==> config.mk <==
export PLATFORM = sky130hd
export DESIGN_NAME = delay_mod_ctrl
export DESIGN_NICKNAME = d
export VERILOG_FILES = /design/src/rtl/delay_mod_ctrl.sv
export SDC_FILE = /design/constraint.sdc
export NUM_CORES = 1
export LEC_CHECK = 0
export ABC_AREA = 1
export BUFFER_PORTS_ARGS = -buffer_cell sky130_fd_sc_hd__buf_2
export CAP_MARGIN = 25
export CORE_ASPECT_RATIO = 0.7
export CORE_MARGIN = 2
export CORE_UTILIZATION = 45
export CTS_CLUSTER_DIAMETER = 80
export DETAILED_ROUTE_END_ITERATION = 6
export HOLD_SLACK_MARGIN = 0.05
export PLACE_DENSITY = 0.77
export SLEW_MARGIN = 5
export SYNTH_ARGS = -nofsm -noshare
export SYNTH_HDL_FRONTEND = slang
export SYNTH_SLANG_ARGS = --single-unit
==> constraint.sdc <==
create_clock -name clk -period 5 [get_ports clk]
set_input_delay 0.25 -clock clk [delete_from_list [all_inputs] [get_ports clk]]
set_output_delay 0.25 -clock clk [all_outputs]
set_load 0.1 [all_outputs]
==> src/rtl/delay_mod_ctrl.sv <==
// delay_mod_ctrl: sequences a delay_core instance with a per-sample enable,
// a slewed base delay, a clamped triangle-LFO modulation value and a
// tick-aligned bypass. All outputs come straight from flops.
module delay_mod_ctrl #(
  parameter int unsigned ADDR_W        = 8,
  parameter int unsigned RATE_W        = 12,
  parameter int unsigned DEFAULT_DELAY = 50
) (
  input  logic                clk,
  input  logic                rst_n,
  input  logic                sample_tick,
  input  logic                run,
  input  logic                cfg_valid,
  output logic                cfg_ready,
  input  logic [ADDR_W-1:0]   cfg_delay,
  input  logic [ADDR_W-1:0]   cfg_depth,
  input  logic [RATE_W-1:0]   cfg_rate,
  input  logic                bypass_req,
  output logic                core_en,
  output logic                core_bypass,
  output logic [ADDR_W-1:0]   core_base_delay,
  output logic signed [15:0]  core_mod_val,
  output logic                busy
);

  localparam int unsigned LW = ADDR_W + 1;  // LFO width (signed)
  localparam int unsigned SW = ADDR_W + 2;  // clamp arithmetic width (signed)

  localparam logic signed [LW-1:0] LFO_ZERO = '0;
  localparam logic signed [LW-1:0] LFO_ONE  = LW'(1);
  localparam logic signed [SW-1:0] MOD_MIN  = SW'(1);
  localparam logic signed [SW-1:0] MOD_MAX  = $signed({2'b00, {ADDR_W{1'b1}}});

  typedef enum logic [1:0] {ST_IDLE, ST_RUN, ST_SLEW} state_t;

  state_t                state, state_nx;
  logic [ADDR_W-1:0]     cur, cur_nx;
  logic [ADDR_W-1:0]     target, target_nx;
  logic [ADDR_W-1:0]     depth, depth_nx;
  logic [RATE_W-1:0]     rate, rate_nx;
  logic [RATE_W-1:0]     rate_cnt, rate_cnt_nx;
  logic signed [LW-1:0]  lfo, lfo_nx;
  logic signed [LW-1:0]  depth_s;
  logic                  dir, dir_nx;      // 0 = up, 1 = down
  logic                  step_down;
  logic                  accept;
  logic                  tick_act;
  logic signed [SW-1:0]  cur_s, lfo_ext, mod_sum, mod_nx;

  assign core_base_delay = cur;

  // Next-state, slew, LFO and clamp computation
  always_comb begin
    state_nx    = state;
    cur_nx      = cur;
    target_nx   = target;
    depth_nx    = depth;
    rate_nx     = rate;
    rate_cnt_nx = rate_cnt;
    lfo_nx      = lfo;
    dir_nx      = dir;
    step_down   = dir;
    tick_act    = 1'b0;
    depth_s     = $signed({1'b0, depth});
    accept      = cfg_valid && cfg_ready;

    if (accept) begin
      target_nx = cfg_delay;
      depth_nx  = cfg_depth;
      rate_nx   = cfg_rate;
    end

    if (!run || state == ST_IDLE) begin
      // Idle (or leaving for idle): delay snaps, LFO restarts from zero
      state_nx    = run ? ST_RUN : ST_IDLE;
      cur_nx      = target_nx;
      lfo_nx      = LFO_ZERO;
      dir_nx      = 1'b0;
      rate_cnt_nx = '0;
    end else begin
      if (state == ST_RUN && accept && cfg_delay != cur)
        state_nx = ST_SLEW;
      if (sample_tick) begin
        tick_act = 1'b1;
        if (state == ST_SLEW) begin
          cur_nx = (cur < target) ? cur + ADDR_W'(1) : cur - ADDR_W'(1);
          if (cur_nx == target)
            state_nx = ST_RUN;
        end
        if (rate_cnt == rate) begin
          rate_cnt_nx = '0;
          if (depth == '0) begin
            if (lfo > LFO_ZERO)      lfo_nx = lfo - LFO_ONE;
            else if (lfo < LFO_ZERO) lfo_nx = lfo + LFO_ONE;
          end else begin
            // Out-of-range or at-peak values force the direction back inward
            if (lfo >= depth_s)       step_down = 1'b1;
            else if (lfo <= -depth_s) step_down = 1'b0;
            lfo_nx = step_down ? lfo - LFO_ONE : lfo + LFO_ONE;
            dir_nx = step_down;
            if (lfo_nx >= depth_s)       dir_nx = 1'b1;
            else if (lfo_nx <= -depth_s) dir_nx = 1'b0;
          end
        end else begin
          rate_cnt_nx = rate_cnt + RATE_W'(1);
        end
      end
    end

    // Saturate so the effective delay cur + mod stays in [1, 2^ADDR_W-1]
    cur_s   = $signed({2'b00, cur_nx});
    lfo_ext = {lfo_nx[LW-1], lfo_nx};
    mod_sum = cur_s + lfo_ext;
    if (mod_sum < MOD_MIN)      mod_nx = MOD_MIN - cur_s;
    else if (mod_sum > MOD_MAX) mod_nx = MOD_MAX - cur_s;
    else                        mod_nx = lfo_ext;
  end

  // State and registered outputs
  always_ff @(posedge clk or negedge rst_n) begin
    if (!rst_n) begin
      state        <= ST_IDLE;
      cur          <= ADDR_W'(DEFAULT_DELAY);
      target       <= ADDR_W'(DEFAULT_DELAY);
      depth        <= '0;
      rate         <= '0;
      rate_cnt     <= '0;
      lfo          <= LFO_ZERO;
      dir          <= 1'b0;
      core_en      <= 1'b0;
      core_bypass  <= 1'b0;
      core_mod_val <= '0;
      cfg_ready    <= 1'b1;
      busy         <= 1'b0;
    end else begin
      state     <= state_nx;
      cur       <= cur_nx;
      target    <= target_nx;
      depth     <= depth_nx;
      rate      <= rate_nx;
      rate_cnt  <= rate_cnt_nx;
      lfo       <= lfo_nx;
      dir       <= dir_nx;
      core_en   <= tick_act;
      cfg_ready <= (state_nx != ST_SLEW);
      busy      <= (state_nx == ST_SLEW);
      if (sample_tick)
        core_bypass <= bypass_req;
      if (tick_act)
        core_mod_val <= {{(16-SW){mod_nx[SW-1]}}, mod_nx};
    end
  end

endmodule

=== Word level (Yosys, flattened, before mapping) ===
Cells that the tools add are included.

* Add/subtract/negate cells: 9
* Multipliers: 0
* Divide/modulo/power cells: 0
* Order comparisons: 9
* Equality and inequality tests: 8
* Shift-type cells: 0
* Multiplexer cells: 37
* Bitwise logic cells: 0
* Reductions and logical operators: 10

{| class="wikitable"
|+ Operator list
! operator !! count
|-
| $mux W9 || 7
|-
| $mux W8 || 5
|-
| $mux W12 || 3
|-
| $mux W10 || 2
|-
| $ge A9 B9 Y1 || 2
|-
| $le A9 B9 Y1 || 2
|-
| $mux W1 || 15
|-
| $add A12 B1 Y12 const B || 1
|-
| $eq A12 B12 Y1 || 1
|-
| $add A9 B9 Y10 || 1
|-
| $gt A10 B9 Y1 const B || 1
|-
| $lt A10 B2 Y1 const B || 1
|-
| $mux W2 || 5
|-
| $add A9 B2 Y9 const B || 1
|-
| $gt A9 B1 Y1 const B || 1
|-
| $lt A9 B1 Y1 const B || 1
|-
| $neg A8 Y9 || 1
|-
| $sub A1 B8 Y9 const A || 1
|-
| $sub A8 B8 Y9 const A || 1
|-
| $sub A9 B2 Y9 const B || 1
|-
| $add A8 B1 Y8 const B || 1
|-
| $eq A8 B8 Y1 || 1
|-
| $logic_not A8 Y1 || 1
|-
| $lt A8 B8 Y1 || 1
|-
| other kinds (11) || 16
|}

* Bits in registers: 74
* Bits in latches: 0
* RAM bits: 0
* Bits in read-only memories: 0
* Input bits: 34
* Output and inout bits: 28
* Logic and storage cells: 86
* Memories kept: 0

=== Longest topological paths before layout ===
* Depth in word-level cells: 17
* Gate-level depth with buffers: 41
* Mapped depth without buffers: 40

=== Worst setup path after synthesis ===
No wires, ideal clock.

* Path kind: reg-to-reg
* Start: register cur[3], in the netlist core_base_delay[3]
* End: register core_mod_val[6]
* Library setup time: 0.120 ns
* Arrival: 5.145 ns
* Setup slack: -0.265 ns
* Cell stages (with the launch flop): 31
* Buffers on the path: 1
* Period minus slack after synthesis: 5.265 ns
* Cells stage by stage: dfrtp_1 -> ha_1 -> a21oi_1 -> nand2_1 -> a221oi_1 -> inv_1 -> ha_1 -> nand3_1 -> nand2_1 -> xor2_1 -> o21ai_0 -> o21ai_0 -> inv_1 -> ha_1 -> a21oi_1 -> nand2_1 -> a21oi_1 -> o21ai_0 -> a21oi_1 -> nor2_1 -> nor2_1 -> inv_1 -> nand3_1 -> nand2_2 -> nand2_2 -> buf_6 -> nand2_1 -> o21ai_1 -> nand2_1 -> nand2_1 -> nand2_1

* Cells in the longest elaborated chain, start to end: 9

{| class="wikitable"
|+ RTL lines
! what !! RTL line !! text
|-
| start: declaration || 37 || <nowiki>logic [ADDR_W-1:0] cur, cur_nx;</nowiki>
|-
| start signal: assignment || 123 || <nowiki>cur <= ADDR_W'(DEFAULT_DELAY);</nowiki>
|-
| start signal: assignment || 137 || <nowiki>cur <= cur_nx;</nowiki>
|-
| $sub A8 B1 Y8 (tied with other cells) || 86 || <nowiki>cur_nx = (cur < target) ? cur + ADDR_W'(1) : cur - ADDR_W'(1);</nowiki>
|-
| $mux W8 || 86 ||
|-
| $mux W8 || 85 || <nowiki>if (state == ST_SLEW) begin</nowiki>
|-
| $mux W8 * || 83 || <nowiki>if (sample_tick) begin</nowiki>
|-
| $mux W8 * || 73 || <nowiki>if (!run || state == ST_IDLE) begin</nowiki>
|-
| via cur_nx[3] || 37 ||
|-
| $add A9 B9 Y10 || 113 || <nowiki>mod_sum = cur_s + lfo_ext;</nowiki>
|-
| $gt A10 B9 Y1 || 115 || <nowiki>else if (mod_sum > MOD_MAX) mod_nx = MOD_MAX - cur_s;</nowiki>
|-
| $mux W10 || 115 ||
|-
| $mux W10 * || 114 || <nowiki>if (mod_sum < MOD_MIN) mod_nx = MOD_MIN - cur_s;</nowiki>
|-
| end signal: assignment || 150 || <nowiki>core_mod_val <= {{(16-SW){mod_nx[SW-1]}}, mod_nx};</nowiki>
|-
| end: declaration || 22 || <nowiki>output logic signed [15:0] core_mod_val,</nowiki>
|}

Mark *: on every way through the listed nets, which the timed path passes. The rest lies on a longest branch.
A chain may end at the register's enable or synchronous reset.

=== Final worst setup path ===
* Start: register depth[1]
* End: register core_mod_val[3]

* Cells in the longest elaborated chain, start to end: 17

{| class="wikitable"
|+ RTL lines
! what !! RTL line !! text
|-
| start: declaration || 39 || <nowiki>logic [ADDR_W-1:0] depth, depth_nx;</nowiki>
|-
| start signal: assignment || 139 || <nowiki>depth <= depth_nx;</nowiki>
|-
| $neg A8 Y9 || 98 || <nowiki>else if (lfo <= -depth_s) step_down = 1'b0;</nowiki>
|-
| $le A9 B9 Y1 || 98 ||
|-
| $mux W1 || 98 ||
|-
| $mux W1 || 97 || <nowiki>if (lfo >= depth_s) step_down = 1'b1;</nowiki>
|-
| $mux W1 || 92 || <nowiki>if (depth == '0) begin</nowiki>
|-
| $mux W1 || 90 || <nowiki>if (rate_cnt == rate) begin</nowiki>
|-
| $mux W1 || 83 ||
|-
| $mux W1 || 73 ||
|-
| [2 not listed] || - ||
|-
| $mux W9 * || 90 ||
|-
| $mux W9 * || 83 ||
|-
| $mux W9 * || 73 ||
|-
| via lfo_nx[2] || 42 || <nowiki>logic signed [LW-1:0] lfo, lfo_nx;</nowiki>
|-
| $add A9 B9 Y10 * || 113 ||
|-
| $gt A10 B9 Y1 || 115 ||
|-
| $mux W10 || 115 ||
|-
| $mux W10 * || 114 ||
|}

Mark *: on every way through the listed nets, which the timed path passes. The rest lies on a longest branch. The select of a mux whose other input is x is not followed.

==> key figures <==
Status
  • Result of the run: finished clean

Final layout
  • Relative area change from synthesis to final layout: 25.9%
  • Antenna diode instance count: 0
  • Most frequent cells in the layout: 169 x nand2_1, 83 x inv_1, 61 x dfrtp_1, 60 x buf_2, 59 x buf_4
  • Filler-free cell count of the finished design: roughly 1100
  • Most common cell after layout, fill and taps aside: nand2_1
  • Share of layout cells above drive strength 1: 0.307
  • Number of nets in the layout: 1022

Worst setup path
  • CP max-delay cell: dfrtp_1
  • Launching point of the worst reg2reg path: depth[1]
  • Critical path type: reg -> reg
  • Required time at the worst-slack endpoint: between 5 and 6 ns
  • Crit path max-delay family: simple AND/OR/NAND/NOR gates
  • CP startpoint kind: flop
  • Launch point of the worst path: depth[1]
  • CP arrival: between 5 and 6 ns
  • Crit path largest cell delay: between 0.4 and 0.5 ns
  • Kind of end point of the critical path: flop
  • Maximum net fanout on the critical path: 11
  • Number of buffers and inverters on the critical path: 12
  • Reg2reg setup slack: ~0.10 ns
  • Cell mode on critical path: buf_4

CTS
  • H-tree depth reported by CTS: 3
  • CTS tree: built
  • CTS sink count: 73
  • Maximum root-to-sink buffer count: 2
  • Clock Root Buffer: clkbuf_16
  • Clock transition time at the flip-flop clock pins of the worst setup and hold paths: ~0.060 ns
  • Num CTS Buffers: 9
  • Clock Latency Late Sink: 0.34 ns

Floorplanning
  • Floorplan Core Area: roughly 13000 sq um
  • Total I/O pin count: 62
  • Std cell rows: 35
  • Die boundary height: between 100 and 150 microns
  • Starting density of the core: 0.464
  • Chip width: 144 microns
  • Area of the die: about 15000 sq um

Timing
  • Final critical delay including setup and external delays: around 5 ns
  • Max-slew headroom: 0.305
  • Final setup violation count: 0
  • Final max-slew violation count: 0
  • Worst hold slack across all endpoints: between 0.1 and 0.15 ns
  • Final critical-path share of the clock period: 0.979
  • Setup repair after global routing missed its margin: yes
  • Worst Skew: ~0.0075 ns
  • Fmax: just over 200 MHz
  • Final count of hold timing violations: 0
  • Slew @ Worst Pin: approximately 1.0 ns

Synth
  • Ranking of synthesized cells by area: dfrtp_1 27%, ha_1 11%, nand2_1 11%
  • Count of cell types in the netlist: 56
  • Syn nets: roughly 910
  • Yosys synthesis warning count: 0
  • Cell count after synthesis: about 820
  • Share of async-settable or async-resettable flops after synthesis: 1.00
  • Post-Syn Area: between 6000 and 7000 sq um
  • Sequential element share of the synthesized area: 0.299
  • Top cell type's share of synthesized area: 0.269
  • Synthesized area per cell: about 7.5 sq um
  • Dominant synthesized flop cell: dfrtp_1
  • Yosys top cell by area: dfrtp_1
  • Number of enable flip-flop cells after synthesis: 0
  • Yosys reg bits: 73

Routing
  • Iteration-0 DRC Markers: 463
  • Routed WL: roughly 17000 microns
  • Initial DRT Pass Iterations: 5
  • Routed vias/inst: roughly 5.4
  • Count of nets left with antenna violations after detail routing: 0
  • Number of remaining DRC errors: 0
  • Routed length per placed instance: between 15 and 20 microns
  • Via Count: 6017

Global routing
  • First-pass GRT wire length: around 26000 microns
  • Largest net degree at the start of global routing: 74
  • Total global routing track utilization: 0.230
  • Number of global-route vias before repair: about 5400
  • GRT Residual Overflow: 0
  • Initial antenna violation count: 0

Min path
  • Worst hold path type: in -> reg
  • Hold path startpoint: cfg_rate[11]

Pwr
  • Max rail drop VDD: between 200 and 250 uV
  • Standby leakage power: around 3.9 nW
  • Power per standard cell area: just under 300 nW/um^2

Placement
  • Gpl congestion: 0.966
  • Post-detail-place hpwl: between 10000 and 15000 microns
  • Placed Instances: ~1100
  • # port buffers: 61

Flow run
  • Max-cap check violation count: 0
final cells by class:
class,count,area (sq um)
clock buffer,10,229
fill,1153,5500
sequential,73,1850
inverter,111,428
clock inverter,6,66.3
tap,185,231
multi-input combinational,614,4100
timing repair buffer,123,821
kinds of logic after synthesis:
kind of cell	after synthesis	synth area share
buf+inv	134	0.0891
compound gates	138	0.139
fa+ha+maj	56	0.117
simple gates	370	0.284
flops	73	0.299
xor+xnor	50	0.0714
cells in the mapped netlist, drive strengths merged (4+ instances only):
library cell and count:
o21ai 47, nand3 49, clkbuf 9, xor2 33
inv 109, nand4 18, or2 14, a31oi 5
nor3 17, buf 14, o22ai 4, o21a 6
dfrtp 66, xnor2 17, nand2 194, nor2 70
dfstp 7, a22oi 5, a21oi 44, ha 54
through the flow:
| stage | setup TNS (ns) | setup WS [ns] | power [mW] | util | instance area, sq um |
|---|---|---|---|---|---|
| finish | 0 | 0.104 | 2.27 | 0.584 | 7730 |
| global route | -0.915 | -0.143 | 2.38 | 0.584 | 7730 |
| CTS | 0 | 0.00802 | 2.15 | 0.541 | 7150 |
| detailed placement | -0.0161 | -0.0161 | 1.48 | 0.514 | 6800 |
| global placement | 0 | 0.0296 | 1.47 | 0.514 | 6800 |
| floorplan | 0 | 0.0693 | 1.30 | - | 6160 |
worst min-delay path: cells and delay by family:
family	cells	cell delay [ns]
AND/OR/NAND/NOR	2	0.08
buffers and inverters	1	0.07
repair_timing:
| item | 4_1_cts | 5_1_grt |
|---|---|---|
| hold buffers | 0 | 1 |
| gates resized for setup | 3 | 84 |
| hold endpoints to repair | 0 | 10 |
| setup endpoints to repair | 5 | 9 |
| pin swaps | 1 | 50 |
| buffers inserted | 6 | 26 |
path summary, 6_finish.rpt:
path	endpoint	cells past startpoint
worst max-delay path	core_mod_val[3]	34
worst max register to register	core_mod_val[3]	34
max in group asynchronous	target[5]	3
min in group asynchronous	state[0]	2
worst min register to register	core_mod_val[0]	2
worst min-delay path	rate[11]	3
registers in the layout, summed over array words and instances, names as in the netlist:
signal and flops:
busy 1, cfg_ready 1, core_base_delay 8, core_bypass 1
core_en 1, core_mod_val 9, depth 8, dir 1
lfo 9, rate 12, rate_cnt 12, state 2
target 8
per-layer routing:
layer | part of all wire | vias up | global-route usage
met1 | 0.48 | 2824 | 0.343
met4 | 0.013 | 0 | 0.0483
li1 | - | 2927 | -
met2 | 0.44 | 240 | 0.342
met3 | 0.074 | 26 | 0.0496
met5 | 0 | - | 0
power by group:
part | switching (mW) | total [mW] | internal (mW)
Sequential | 0.0511 | 0.702 | 0.651
Combinational | 0.597 | 0.909 | 0.313
Clock | 0.269 | 0.657 | 0.388
Power figures use the tool's default switching activity.
